## config.mk

```make
export PLATFORM = sky130hd
export DESIGN_NAME = fetch_unit_flat
export DESIGN_NICKNAME = d
export VERILOG_FILES = /design/src/rtl/fetch_unit_if.sv /design/src/rtl/fetch_unit.sv /design/src/flat_wrapper.sv
export SDC_FILE = /design/constraint.sdc
export NUM_CORES = 1
export LEC_CHECK = 0
export ABC_CLOCK_PERIOD_IN_PS = 4280
export BUFFER_PORTS_ARGS = -buffer_cell sky130_fd_sc_hd__buf_4
export CAP_MARGIN = 30
export CORE_ASPECT_RATIO = 0.6
export CORE_MARGIN = 2
export CORE_UTILIZATION = 56
export CTS_CLUSTER_DIAMETER = 30
export CTS_CLUSTER_SIZE = 28
export DETAILED_ROUTE_END_ITERATION = 8
export HOLD_SLACK_MARGIN = 0.06
export PLACE_DENSITY_LB_ADDON = 0.25
export SYNTH_ARGS = -nofsm -noshare
export SYNTH_HDL_FRONTEND = slang
export SYNTH_SLANG_ARGS = --single-unit
```

## constraint.sdc

```tcl
create_clock -name clk -period 4.28 [get_ports clk]
set_input_delay 0.428 -clock clk [delete_from_list [all_inputs] [get_ports clk]]
set_output_delay 0.428 -clock clk [all_outputs]
set_load 0.05 [all_outputs]
```

## src/rtl/fetch_unit_if.sv

```systemverilog
// Shared word types plus the fetch unit's memory-side and instruction-side bus.
// master = fetch unit, slave = memory model / downstream splitter.
package definitions_pkg;
  typedef logic [31:0] dword_t;
  typedef logic [15:0] word_t;

  typedef struct packed {
    word_t instruction;
    word_t absolute;
  } opcode_t;
endpackage

interface fetch_unit_if;
  import definitions_pkg::*;

  logic   mem_req;
  dword_t mem_addr;
  logic   mem_gnt;
  logic   mem_rvalid;
  dword_t mem_rdata;
  logic   instr_valid;
  dword_t instr_word;
  dword_t instr_pc;
  logic   instr_ready;

  modport master (
    output mem_req, mem_addr,
    input  mem_gnt, mem_rvalid, mem_rdata,
    output instr_valid, instr_word, instr_pc,
    input  instr_ready
  );

  modport slave (
    input  mem_req, mem_addr,
    output mem_gnt, mem_rvalid, mem_rdata,
    input  instr_valid, instr_word, instr_pc,
    output instr_ready
  );
endinterface

```

## src/rtl/fetch_unit.sv

```systemverilog
// Instruction fetch: single-outstanding memory reads into a DEPTH-entry FIFO, 3 cycles enable->instr_valid.
// Backpressure via credit (fifo count + outstanding < DEPTH); redirect flushes FIFO and drains in-flight data.
module fetch_unit
  import definitions_pkg::*;
#(
  parameter dword_t RESET_PC = 32'h0000_0000,
  parameter int     PC_STEP  = 4,
  parameter int     DEPTH    = 2
) (
  input  logic         clk,
  input  logic         reset,
  input  logic         enable,
  input  logic         redirect_valid,
  input  dword_t       redirect_pc,
  fetch_unit_if.master bus,
  output logic         busy
);

  localparam int PW = (DEPTH > 1) ? $clog2(DEPTH) : 1;
  localparam int CW = $clog2(DEPTH + 1);

  typedef enum logic [1:0] {IDLE, REQ, WAIT, DRAIN} state_t;

  state_t          state;
  dword_t          pc;
  dword_t          req_pc;
  dword_t          word_q [DEPTH];
  dword_t          pc_q   [DEPTH];
  logic [PW-1:0]   rd_ptr;
  logic [PW-1:0]   wr_ptr;
  logic [CW-1:0]   count;
  logic [CW-1:0]   count_nxt;
  logic            push;
  logic            pop;

  function automatic logic [PW-1:0] ptr_inc(input logic [PW-1:0] p);
    return (p == PW'(DEPTH - 1)) ? '0 : p + PW'(1);
  endfunction

  // A redirect cancels both the same-cycle push and the same-cycle pop.
  assign push      = (state == WAIT) && bus.mem_rvalid && !redirect_valid;
  assign pop       = bus.instr_valid && bus.instr_ready && !redirect_valid;
  assign count_nxt = count + CW'(push) - CW'(pop);

  assign bus.mem_req     = (state == REQ);
  assign bus.mem_addr    = pc;
  assign bus.instr_valid = (count != '0);
  assign bus.instr_word  = word_q[rd_ptr];
  assign bus.instr_pc    = pc_q[rd_ptr];
  assign busy            = (state != IDLE);

  always_ff @(posedge clk) begin
    if (reset) begin
      state  <= IDLE;
      pc     <= RESET_PC;
      req_pc <= RESET_PC;
    end else if (redirect_valid) begin
      pc <= redirect_pc;
      case (state)
        IDLE:    state <= IDLE;
        REQ:     state <= bus.mem_gnt ? DRAIN : IDLE;
        WAIT:    state <= bus.mem_rvalid ? IDLE : DRAIN;
        DRAIN:   state <= bus.mem_rvalid ? IDLE : DRAIN;
        default: state <= IDLE;
      endcase
    end else begin
      case (state)
        IDLE: begin
          if (enable && (count < CW'(DEPTH))) state <= REQ;
        end
        REQ: begin
          if (bus.mem_gnt) begin
            req_pc <= pc;
            state  <= WAIT;
          end
        end
        WAIT: begin
          if (bus.mem_rvalid) begin
            pc    <= req_pc + dword_t'(PC_STEP);
            state <= (enable && (count_nxt < CW'(DEPTH))) ? REQ : IDLE;
          end
        end
        DRAIN: begin
          if (bus.mem_rvalid) state <= IDLE;
        end
        default: state <= IDLE;
      endcase
    end
  end

  always_ff @(posedge clk) begin
    if (reset) begin
      rd_ptr <= '0;
      wr_ptr <= '0;
      count  <= '0;
      for (int i = 0; i < DEPTH; i++) begin
        word_q[i] <= '0;
        pc_q[i]   <= '0;
      end
    end else if (redirect_valid) begin
      rd_ptr <= '0;
      wr_ptr <= '0;
      count  <= '0;
    end else begin
      if (push) begin
        word_q[wr_ptr] <= bus.mem_rdata;
        pc_q[wr_ptr]   <= req_pc;
        wr_ptr         <= ptr_inc(wr_ptr);
      end
      if (pop) rd_ptr <= ptr_inc(rd_ptr);
      count <= count_nxt;
    end
  end

endmodule

```

## src/flat_wrapper.sv

```systemverilog
// flat-port wrapper written by rule: the top's interface ports become plain ports
module fetch_unit_flat import definitions_pkg::*;
#(
  parameter dword_t RESET_PC = 32'h0000_0000,
  parameter int     PC_STEP  = 4,
  parameter int     DEPTH    = 2
)
  (clk, reset, enable, redirect_valid, redirect_pc, busy, bus_mem_req, bus_mem_addr, bus_mem_gnt, bus_mem_rvalid, bus_mem_rdata, bus_instr_valid, bus_instr_word, bus_instr_pc, bus_instr_ready);
  fetch_unit_if bus_i ();
  input  logic clk;
  input  logic reset;
  input  logic enable;
  input  logic redirect_valid;
  input  dword_t redirect_pc;
  output logic busy;
  output wire logic [$bits(bus_i.mem_req)-1:0] bus_mem_req;
  output wire logic [$bits(bus_i.mem_addr)-1:0] bus_mem_addr;
  input wire logic [$bits(bus_i.mem_gnt)-1:0] bus_mem_gnt;
  input wire logic [$bits(bus_i.mem_rvalid)-1:0] bus_mem_rvalid;
  input wire logic [$bits(bus_i.mem_rdata)-1:0] bus_mem_rdata;
  output wire logic [$bits(bus_i.instr_valid)-1:0] bus_instr_valid;
  output wire logic [$bits(bus_i.instr_word)-1:0] bus_instr_word;
  output wire logic [$bits(bus_i.instr_pc)-1:0] bus_instr_pc;
  input wire logic [$bits(bus_i.instr_ready)-1:0] bus_instr_ready;
  assign bus_mem_req = bus_i.mem_req;
  assign bus_mem_addr = bus_i.mem_addr;
  assign bus_i.mem_gnt = bus_mem_gnt;
  assign bus_i.mem_rvalid = bus_mem_rvalid;
  assign bus_i.mem_rdata = bus_mem_rdata;
  assign bus_instr_valid = bus_i.instr_valid;
  assign bus_instr_word = bus_i.instr_word;
  assign bus_instr_pc = bus_i.instr_pc;
  assign bus_i.instr_ready = bus_instr_ready;
  fetch_unit #(.RESET_PC(RESET_PC), .PC_STEP(PC_STEP), .DEPTH(DEPTH)) u_core (.clk(clk), .reset(reset), .enable(enable), .redirect_valid(redirect_valid), .redirect_pc(redirect_pc), .bus(bus_i), .busy(busy));
endmodule
```

# After elaboration in Yosys (flattened, before gate mapping)
# Memories as Yosys holds them, arrays and structs flattened. A register that Yosys moved wholly into a read port is not among the register bits.
# Index checks and enable logic that the tools add are counted.
# totals
ramBits	128
wordCells	73
register_bits	70
input_bits	71
output_inout_bits	99
n_memories	2
# op_classes
n_mux	31
magnitude_cmp	2
eq_ne	7
addsub	5
n_reduce_logical	19
bitwise_logic	1
# memory_table
name	words	word_bits	read_ports	rd_clocked_by_memory_dff	wr	line_no	text
u_core.pc_q	2	32	1	1	2	fetch_unit.sv:28	dword_t pc_q [DEPTH];
u_core.word_q	2	32	1	1	2	fetch_unit.sv:27	dword_t word_q [DEPTH];
# op_table
op	n
32-bit two-way mux	5
32-bit OR reduction	2
32-bit by 3-bit adder with 32-bit output, second input constant	1
1-bit two-way mux	17
2-bit two-way mux	7
2-bit case mux with 4 select lines	1
2-bit nonzero test	4
1-bit logical AND	6
3-bit by 2-bit != test with 1-bit output, second input constant	2
3-bit != test, second input constant	2
2-bit case mux with 3 select lines	1
2-bit equality test, second input constant	2
2-bit < comparator, second input constant	2
4-bit AND reduction	1
2-bit OR reduction	2
3-bit AND reduction	1
1-bit adder, second input constant	2
2-bit by 1-bit adder with 2-bit output	1
2-bit by 1-bit equality test with 1-bit output, second input constant	1
2-bit zero test	1
2-bit AND reduction	1
2-bit by 1-bit subtractor with 2-bit output	1
1-bit zero test	1
1-bit inverter	1

# Depth between registers and ports, before layout
# Gate-level depths: netlist of the first run.
# depth
word_depth	11
mapped_depth	12

# Least setup slack after synthesis of the first run
# Ideal clock, no wire load.
# synth_timing
path_kind	input to register
from	input bus_mem_rvalid
to	memory u_core.pc_q[0][0] in the netlist's numbering (enable)
arrival_time_ns	2.570
n_path_buf	1
cell_stages	5
setup_time_ns	0.421
path_slack_ns	1.289
path_cell_list	and3b_2 > nand2_1 > inv_2 > clkbuf_1 > a21o_1
# synth_lines
item	line_no	text
start: declaration	flat_wrapper.sv:19	input wire logic [$bits(bus_i.mem_rvalid)-1:0] bus_mem_rvalid;
end: declaration	fetch_unit.sv:28	

# Final worst setup path of the first run
# layout_timing
from	register u_core.state[1]
to	register u_core.state[0]
# layout_via
elab_chain_cells	11
# layout_lines
item	line_no	text
start: declaration	fetch_unit.sv:24	state_t state;
start signal: assignment	fetch_unit.sv:61	REQ: state <= bus.mem_gnt ? DRAIN : IDLE;
start signal: assignment	fetch_unit.sv:62	WAIT: state <= bus.mem_rvalid ? IDLE : DRAIN;
start signal: assignment	fetch_unit.sv:63	DRAIN: state <= bus.mem_rvalid ? IDLE : DRAIN;
2-bit equality test	fetch_unit.sv:41, fetch_unit.sv:59, fetch_unit.sv:67	
1-bit logical AND (2 in series)	fetch_unit.sv:41	assign push = (state == WAIT) && bus.mem_rvalid && !redirect_valid;
2-bit by 1-bit adder with 2-bit output	fetch_unit.sv:43	assign count_nxt = count + CW'(push) - CW'(pop);
2-bit by 1-bit subtractor with 2-bit output	fetch_unit.sv:43	
2-bit < comparator	fetch_unit.sv:80	state <= (enable && (count_nxt < CW'(DEPTH))) ? REQ : IDLE;
1-bit logical AND	fetch_unit.sv:80	
1-bit two-way mux	fetch_unit.sv:80	
2-bit two-way mux	fetch_unit.sv:78	if (bus.mem_rvalid) begin
2-bit case mux with 4 select lines	fetch_unit.sv:67	case (state)
2-bit two-way mux	fetch_unit.sv:57	end else if (redirect_valid) begin
# Parallel ways exist; a longest one is shown, timed or not. The select of a mux whose other input is x is not followed.
# A chain may end at the register's enable or synchronous reset.

==> results of run 1 <==
==> area by class of cell <==
type	count	area share
flip-flops and latches	199	0.483
multi-input cells	549	0.319
repair buffers	175	0.122
clock buffers	17	0.0390
well taps	203	0.0233
clock inverters	14	0.0110
inverters	10	0.00344
==> synth_stat cells (8+ instances only) <==
| library cell | number | area (sq um) |
|---|---|---|
| sky130_fd_sc_hd__inv_1 | 9 | 33.8 |
| sky130_fd_sc_hd__nor3_1 | 13 | 65.1 |
| sky130_fd_sc_hd__nand4_1 | 9 | 56.3 |
| sky130_fd_sc_hd__dfxtp_1 | 71 | 1420 |
| sky130_fd_sc_hd__edfxtp_1 | 128 | 3840 |
| sky130_fd_sc_hd__clkbuf_1 | 45 | 169 |
| sky130_fd_sc_hd__nor2_1 | 42 | 158 |
| sky130_fd_sc_hd__a221oi_1 | 8 | 70.1 |
| sky130_fd_sc_hd__o21ai_0 | 8 | 40.0 |
| sky130_fd_sc_hd__xnor2_1 | 13 | 114 |
| sky130_fd_sc_hd__nand3_1 | 15 | 75.1 |
| sky130_fd_sc_hd__nand2_1 | 101 | 379 |
| sky130_fd_sc_hd__and3_1 | 11 | 68.8 |
| sky130_fd_sc_hd__nor4_1 | 8 | 50.1 |
| sky130_fd_sc_hd__a21oi_1 | 62 | 310 |
| sky130_fd_sc_hd__mux2_2 | 64 | 721 |
| sky130_fd_sc_hd__xor2_1 | 8 | 70.1 |
| sky130_fd_sc_hd__and2_1 | 121 | 757 |
==> flip-flops by register name, summed over array words and instances (netlist names), named ones only <==
register / flops
u_core.bus.mem_addr: 32
u_core.state: 2
u_core.req_pc: 32
u_core.pc_q: 64
u_core.wr_ptr: 1
u_core.count: 2
u_core.rd_ptr: 1
u_core.word_q: 64
==> path summary, 6_finish.rpt <==
path,startpoint,end,slack [ps]
setup reg to reg,u_core.state[1],u_core.state[0],1650
setup / recovery,u_core.state[1],u_core.state[0],1650
hold / removal,redirect_pc[0],u_core.bus.mem_addr[0],220
hold reg to reg,u_core.bus.mem_addr[29],u_core.req_pc[29],480
==> critical path: cells and delay by family, from the launching register on <==
kind,cells,cell delay [ps]
AND/OR/NAND/NOR,3,800
adder cells (fa/ha/maj),1,230
XOR/XNOR,1,170
flip-flops,1,420
AO/OA/AOI/OAI,2,480
buffers and inverters,1,370
==> routing by layer <==
metal,track usage,vias to the layer above
li1,-,3132
met1,0.372,3149
met2,0.370,289
met3,0.0577,29
met4,0.0742,0
met5,0,-
==> power by group through the flow <==
stage                     Sequential (mW)  Clock [mW]  Combinational (mW)
after floorplan                      2.22           0               0.207
after global placement               2.17           0               0.416
after detailed placement             2.18           0               0.417
after CTS                            2.13        1.52               0.419
after global routing                 2.14        1.58               0.441
final                                2.13        1.51               0.418
==> cells by family (layout without fill, tap and decap cells) <==
group	count (synthesis)	after routing
AOI/OAI and AO/OA	103	103
xor gates and xnor gates	21	21
adders and majority gates	3	3
buffers and inverters	65	216
DFF	199	199
muxes	66	66
and+or+nand+nor	356	356
==> through the flow <==
stage               std cells  utilization  power [mW]  hold WS, ps
global placement         1136        0.667        2.59          462
CTS                      1167        0.702        4.07          213
detailed placement       1136        0.667        2.59          467
floorplan                 813            -        2.43          449
finish                   1167        0.702        4.06          222
global route             1167        0.702        4.17          231
==> tab_implementation.tex, run 1 <==
\begin{tabular}{lr}
\hline
Metric & Value \\
\hline
\multicolumn{2}{l}{\textbf{Final layout}} \\
Ratio of cells with drive above 1 in the final layout & 0.304 \\
Number of fill cells in the layout & 1108 \\
Most frequent standard cell in the layout excluding fill and tap cells & sky130\_fd\_sc\_hd\_\_buf\_4 \\
Flip-flop and latch area & 0.00527 sq mm \\
Footprint of the multi-input gates & 0.00348 sq mm \\
Layout overhead on the synthesized area & 21.2\% \\
Diode count & 0 \\
Final instance area & between 0.01 and 0.015 sq mm \\
Net total in the final layout & between 1000 and 1500 \\
Most frequent cells in the layout & sky130\_fd\_sc\_hd\_\_buf\_4, sky130\_fd\_sc\_hd\_\_edfxtp\_1, sky130\_fd\_sc\_hd\_\_and2\_1 \\
\multicolumn{2}{l}{\textbf{Critical path}} \\
Startpoint types & flop \\
Sort of element at the end of the critical path & flop \\
Cells along the critical path & and3b\_2, nand2\_1, inv\_2, ha\_1, xnor2\_1, nor3\_1, a2111oi\_0, a211oi\_1 \\
Slowest cell on the critical path & sky130\_fd\_sc\_hd\_\_and3b\_2 \\
Peak fanout along the critical path & 17 \\
Setup Crit Path Kind & flop to flop \\
Endpoint required time on the critical path & between 4000 and 5000 ps \\
Cell depth of the worst flop-to-flop path & 8 \\
Critical Path AT & about 2900 ps \\
Longest individual stage delay on the worst path & 440 ps \\
\multicolumn{2}{l}{\textbf{Placed design}} \\
Port Buffers & 169 \\
HPWL after detailed placement & around 14000 um \\
Dpl cell area & between 0.01 and 0.015 sq mm \\
Minimum setup slack after placement & between 1000 and 1500 ps \\
Gp weighted congestion & $\sim$0.82 \\
\multicolumn{2}{l}{\textbf{Timing}} \\
Number of endpoints failing setup at the final stage & 0 \\
Worst max-slew margin expressed relative to the limit & 0.373 \\
Number of hold violations in the final report & 0 \\
Post-Route Setup TNS & 0 ps \\
Worst slew pin tran & $\sim$940 ps \\
Peak Freq & roughly 380 MHz \\
Worst clock skew & roughly 12 ps \\
Worst Setup Slack, final & around 1700 ps \\
Time the final worst path needs with I/O delays and setup & 2630 ps \\
Setup repair after global routing missed its margin & no \\
Max-slew violation total from the final report & 0 \\
Final Cycle Share & 0.613 \\
\multicolumn{2}{l}{\textbf{Routing}} \\
Routed length on met2 & 9370 um \\
Final routed wire length divided by cell count & 18.2 um \\
Per-cell via count in the routed design & 5.65 \\
Amount of wire on met3 after detailed routing & around 1600 um \\
Detailed Route WL & around 21000 um \\
Initial DRC count & about 760 \\
Number of remaining DRC errors & 0 \\
Highest metal layer with signal wires & met4 \\
Number of nets with antenna violations after routing & 0 \\
Met1 Routed Length & $\sim$10000 um \\
Number of vias in the routed layout & between 6000 and 7000 \\
Pre-Repair DR Iteration Count & 5 \\
\multicolumn{2}{l}{\textbf{Power and ir drop}} \\
Internal power component & about 3.0 mW \\
Peak supply drop & 246 uV \\
Combinational power share & 0.103 \\
Standby leakage power & $\sim$4.2 nW \\
Switching Share & 0.262 \\
Reg power frac & 0.525 \\
Sw power & 1.07 mW \\
Part of the power in the clock network & 0.372 \\
Pwr dens & approximately 370 mW/mm\^{}2 \\
\multicolumn{2}{l}{\textbf{Logic synthesis}} \\
Count of yosys warnings during synthesis & 0 \\
Most used DFF post-synth & sky130\_fd\_sc\_hd\_\_edfxtp\_1 \\
Simple-gate portion of the synthesized area & 0.210 \\
Number of enable flip-flop cells after synthesis & around 130 \\
Flip-flop and latch count after synthesis & 199 \\
Share of the yosys chip area belonging to registers & 0.585 \\
Combined area of all synthesized cells & around 0.0090 sq mm \\
Gate count of the mapped netlist & approximately 810 \\
Xor and xnor area share after synthesis & 0.0204 \\
Post-synth ARST share & 0 \\
Compound-cell area share of the yosys netlist & 0.0682 \\
Per-instance average area after synthesis & between 10 and 15 sq um \\
Multiplexer fraction of the synthesized cell area & 0.0822 \\
Synth unique cells & between 50 and 60 \\
Post-synthesis share of cell area spent on full adders, half adders and majority gates & 0.00417 \\
Net Count, Synth & 887 \\
Dominant combinational cell family by area after synthesis & simple AND/OR/NAND/NOR gates \\
\multicolumn{2}{l}{\textbf{Die}} \\
Die extent in y & 102 um \\
Initial cell density of the core & 0.579 \\
Placeable core region & between 0.015 and 0.02 sq mm \\
Site row count & 35 \\
Die area & approximately 0.017 sq mm \\
IO Count & 170 \\
Die Width & between 150 and 200 um \\
\multicolumn{2}{l}{\textbf{Clock network}} \\
Post-CTS clock slew at the launch and capture registers of the worst setup and hold paths & approximately 80 ps \\
Cell chosen for the clock root & sky130\_fd\_sc\_hd\_\_clkbuf\_16 \\
Clock net sink count & between 150 and 200 \\
Total CTS buffers & 17 \\
Insertion delay of the later-clocked pin in the worst-skew pair & $\sim$440 ps \\
Setup fix buffers added after clock tree synthesis & 0 \\
CTS Hold Bufs & 0 \\
Clock H-tree levels & 4 \\
Clock Tree Buf Depth & 2 \\
CTS resizes & 0 \\
Clock tree from TritonCTS & yes \\
\multicolumn{2}{l}{\textbf{Flow run}} \\
Max-Cap Viols & 0 \\
\multicolumn{2}{l}{\textbf{Min path}} \\
HP Class & primary input to flop \\
Cell depth of the worst hold path & 3 \\
\multicolumn{2}{l}{\textbf{Global route}} \\
Largest net degree at the start of global routing & just under 80 \\
Via count of the first global-routing pass & roughly 6100 \\
GRT Residual Overflow & 0 \\
Number of antenna violations at the first check in global routing & 0 \\
All-layer global routing usage & 0.250 \\
First-pass GRT wire length & around 33000 um \\
\multicolumn{2}{l}{\textbf{Status}} \\
Outcome & complete, no violations \\
\hline
\end{tabular}
(Power assumes the default switching activity.)
==> run 2: changes to the inputs <==
--- a/config.mk
+++ b/config.mk
@@ -5,7 +5,7 @@
 export SDC_FILE = /design/constraint.sdc
 export NUM_CORES = 1
 export LEC_CHECK = 0
-export ABC_CLOCK_PERIOD_IN_PS = 4280
+export ABC_CLOCK_PERIOD_IN_PS = 2600
 export BUFFER_PORTS_ARGS = -buffer_cell sky130_fd_sc_hd__buf_4
 export CAP_MARGIN = 30
 export CORE_ASPECT_RATIO = 0.6
==> constraint.sdc (replaced) <==
create_clock -name clk -period 2.6 [get_ports clk]
set_input_delay 0.26 -clock clk [delete_from_list [all_inputs] [get_ports clk]]
set_output_delay 0.26 -clock clk [all_outputs]
set_load 0.05 [all_outputs]
==> run 2 against run 1 <==
  * Clock-buffer cell count increased by 1
  * Via count increased by 1.6%
  * First-iteration DRC count decreased by 16%
  * Highest routed layer unchanged
  * Combinational power increased by 69%
  * Sequential cell count unchanged
  * Fmax increased by 16%
  * Sequential power increased by 65%
  * Core utilization increased by 1.4 points
==> tab_implementation.tex, run 2 (synthesized netlist as in run 1, its figures left out) <==
\begin{tabular}{lr}
\hline
Metric & Value \\
\hline
\multicolumn{2}{l}{\textbf{Timing}} \\
Worst clock skew & 11.2 ps (was 12.1 ps) \\
Peak Freq & 441 MHz (was 381 MHz) \\
Final Cycle Share & 0.872 (was 0.613) \\
Max-slew violation total from the final report & 0 (unchanged) \\
Post-Route Setup TNS & 0 ps (unchanged) \\
Time the final worst path needs with I/O delays and setup & 2270 ps (was 2630 ps) \\
Number of hold violations in the final report & 0 (unchanged) \\
Worst Setup Slack, final & 333 ps (was 1650 ps) \\
Worst max-slew margin expressed relative to the limit & 0.461 (was 0.373) \\
Hold slack final & 90.9 ps (was 222 ps) \\
Setup repair after global routing missed its margin & no (unchanged) \\
Worst slew pin tran & 808 ps (was 940 ps) \\
Number of endpoints failing setup at the final stage & 0 (unchanged) \\
\multicolumn{2}{l}{\textbf{Routing}} \\
Detailed Route WL & 21700 um (was 21300 um) \\
Initial DRC count & 642 (was 763) \\
Number of nets with antenna violations after routing & 0 (unchanged) \\
Number of remaining DRC errors & 0 (unchanged) \\
Pre-Repair DR Iteration Count & 6 (was 5) \\
Number of vias in the routed layout & 6703 (was 6599) \\
Per-cell via count in the routed design & 5.66 (was 5.65) \\
Final routed wire length divided by cell count & 18.3 um (was 18.2 um) \\
\multicolumn{2}{l}{\textbf{Critical path}} \\
Setup Crit Path Kind & flop to flop (unchanged) \\
Sort of element at the end of the critical path & flop (unchanged) \\
Critical Path AT & 2550 ps (was 2910 ps) \\
Longest individual stage delay on the worst path & 390 ps (was 440 ps) \\
Buffers and inverters on the worst path & 1 (unchanged) \\
Cell with the most instances on the worst path & sky130\_fd\_sc\_hd\_\_ha\_1 \\
Cells along the critical path & or2\_2, nand2\_1, nor2\_1, ha\_1, inv\_1, ha\_1, xnor2\_1, nor3\_1, a2111oi\_0, a211oi\_1 (was and3b\_2, nand2\_1, inv\_2, ha\_1, xnor2\_1, nor3\_1, a2111oi\_0, a211oi\_1) \\
Peak fanout along the critical path & 4 (was 17) \\
Endpoint required time on the critical path & 2890 ps (was 4570 ps) \\
Startpoint types & flop (unchanged) \\
Worst path top cell family by delay & simple AND/OR/NAND/NOR gates (unchanged) \\
Slowest cell on the critical path & sky130\_fd\_sc\_hd\_\_a2111oi\_0 (was sky130\_fd\_sc\_hd\_\_and3b\_2) \\
\multicolumn{2}{l}{\textbf{Final layout}} \\
Footprint of the multi-input gates & 0.00349 sq mm (was 0.00348 sq mm) \\
Registers with the highest flip-flop counts & u\_core.pc\_q (64), u\_core.word\_q (64) (unchanged) \\
Number of fill cells in the layout & 1168 (was 1108) \\
Final core utilization & 0.716 (was 0.702) \\
Net total in the final layout & 1043 (was 1026) \\
Ratio of cells with drive above 1 in the final layout & 0.312 (was 0.304) \\
Most frequent cells in the layout & sky130\_fd\_sc\_hd\_\_buf\_4, sky130\_fd\_sc\_hd\_\_edfxtp\_1, sky130\_fd\_sc\_hd\_\_and2\_1 (unchanged) \\
Final Non-Filler Cells & 1185 (was 1167) \\
Most frequent standard cell in the layout excluding fill and tap cells & sky130\_fd\_sc\_hd\_\_buf\_4 (unchanged) \\
Layout overhead on the synthesized area & 23.5\% (was 21.2\%) \\
Final instance area & 0.0111 sq mm (was 0.0109 sq mm) \\
Flip-flop and latch area & 0.00527 sq mm (unchanged) \\
Diode count & 0 (unchanged) \\
\multicolumn{2}{l}{\textbf{Clock network}} \\
Setup fix buffers added after clock tree synthesis & 0 (unchanged) \\
Clock Tree Buf Depth & 2 (unchanged) \\
Total CTS buffers & 17 (unchanged) \\
Clock tree from TritonCTS & yes (unchanged) \\
Cell chosen for the clock root & sky130\_fd\_sc\_hd\_\_clkbuf\_16 (unchanged) \\
Clock net sink count & 199 (unchanged) \\
CTS resizes & 0 (unchanged) \\
Clock H-tree levels & 4 (unchanged) \\
CTS Hold Bufs & 3 (was 0) \\
Post-CTS clock slew at the launch and capture registers of the worst setup and hold paths & 80 ps (about the same) \\
Insertion delay of the later-clocked pin in the worst-skew pair & 430 ps (was 440 ps) \\
\multicolumn{2}{l}{\textbf{Status}} \\
Outcome & complete, no violations (unchanged) \\
\multicolumn{2}{l}{\textbf{Placed design}} \\
Port Buffers & 169 (unchanged) \\
Placed instance count & 1150 (was 1136) \\
Dpl cell area & 0.0105 sq mm (was 0.0104 sq mm) \\
HPWL after detailed placement & 14400 um (was 13600 um) \\
Gp weighted congestion & 0.855 (was 0.825) \\
Minimum setup slack after placement & 334 ps (was 1240 ps) \\
\multicolumn{2}{l}{\textbf{Global route}} \\
First-pass GRT wire length & 34000 um (was 32700 um) \\
All-layer global routing usage & 0.259 (was 0.250) \\
Via count of the first global-routing pass & 6421 (was 6053) \\
Largest net degree at the start of global routing & 77 (unchanged) \\
GRT Residual Overflow & 0 (unchanged) \\
Number of antenna violations at the first check in global routing & 0 (unchanged) \\
\multicolumn{2}{l}{\textbf{Die}} \\
Site row count & 35 (unchanged) \\
Placeable core region & 0.0155 sq mm (unchanged) \\
Die extent in y & 102 um (unchanged) \\
Initial cell density of the core & 0.579 (unchanged) \\
Die area & 0.0171 sq mm (unchanged) \\
IO Count & 170 (unchanged) \\
Die Width & 168 um (unchanged) \\
\multicolumn{2}{l}{\textbf{Min path}} \\
HP Class & primary input to flop (unchanged) \\
\multicolumn{2}{l}{\textbf{Power and ir drop}} \\
Total power of the final layout & 6.78 mW (was 4.06 mW) \\
Standby leakage power & 4.37 nW (was 4.25 nW) \\
Peak supply drop & 381 uV (was 246 uV) \\
Pwr dens & 610 mW/mm\^{}2 (was 372 mW/mm\^{}2) \\
\multicolumn{2}{l}{\textbf{Flow run}} \\
Max-Cap Viols & 0 (unchanged) \\
\hline
\end{tabular}
==> run 2: cell types whose count changed in the layout (fill, tap and decap cells not counted), sizes merged <==
cell         delta
clkinv          +1
clkinvlp        -3
dlygate4sd3     +3
inv             +1
buf            +14
clkbuf          +1
bufinv          +1
==> run 2: path summary, 6_finish.rpt <==
| check | start | endpoint | slack, ps | cells past startpoint |
|---|---|---|---|---|
| setup / recovery | u_core.count[1] | u_core.state[0] | 330 | 10 |
| hold / removal | redirect_pc[9] | u_core.bus.mem_addr[9] | 90 | 3 |
| setup reg to reg | u_core.count[1] | u_core.state[0] | 330 | 10 |
| hold reg to reg | u_core.bus.mem_addr[30] | u_core.req_pc[30] | 470 | 2 |
==> run 2: power by group <==
group | switching, mW | internal (mW)
Clock | 1.22 | 1.35
Sequential | 0.0557 | 3.45
Combinational | 0.456 | 0.250
==> run 2: final cells by class <==
class | instances | share of cell area
Clock inverter | 14 | 0.0124
Multi-Input combinational cell | 549 | 0.314
Sequential cell | 199 | 0.474
Tap cell | 203 | 0.0228
Timing Repair Buffer | 192 | 0.136
Clock buffer | 18 | 0.0386
Inverter | 10 | 0.00337
==> run 2: worst min-delay path: stages <==
cell and delay [ps]:
sky130_fd_sc_hd__buf_4 80, sky130_fd_sc_hd__a221oi_1 60, sky130_fd_sc_hd__nor2_1 80
==> run 2: per-layer routing <==
layer	wire (um)	global-route usage	vias up
li1	-	-	3172
met1	9830	0.378	3228
met2	9630	0.400	282
met3	1900	0.0488	21
met4	307	0.0749	0
met5	0	0	-
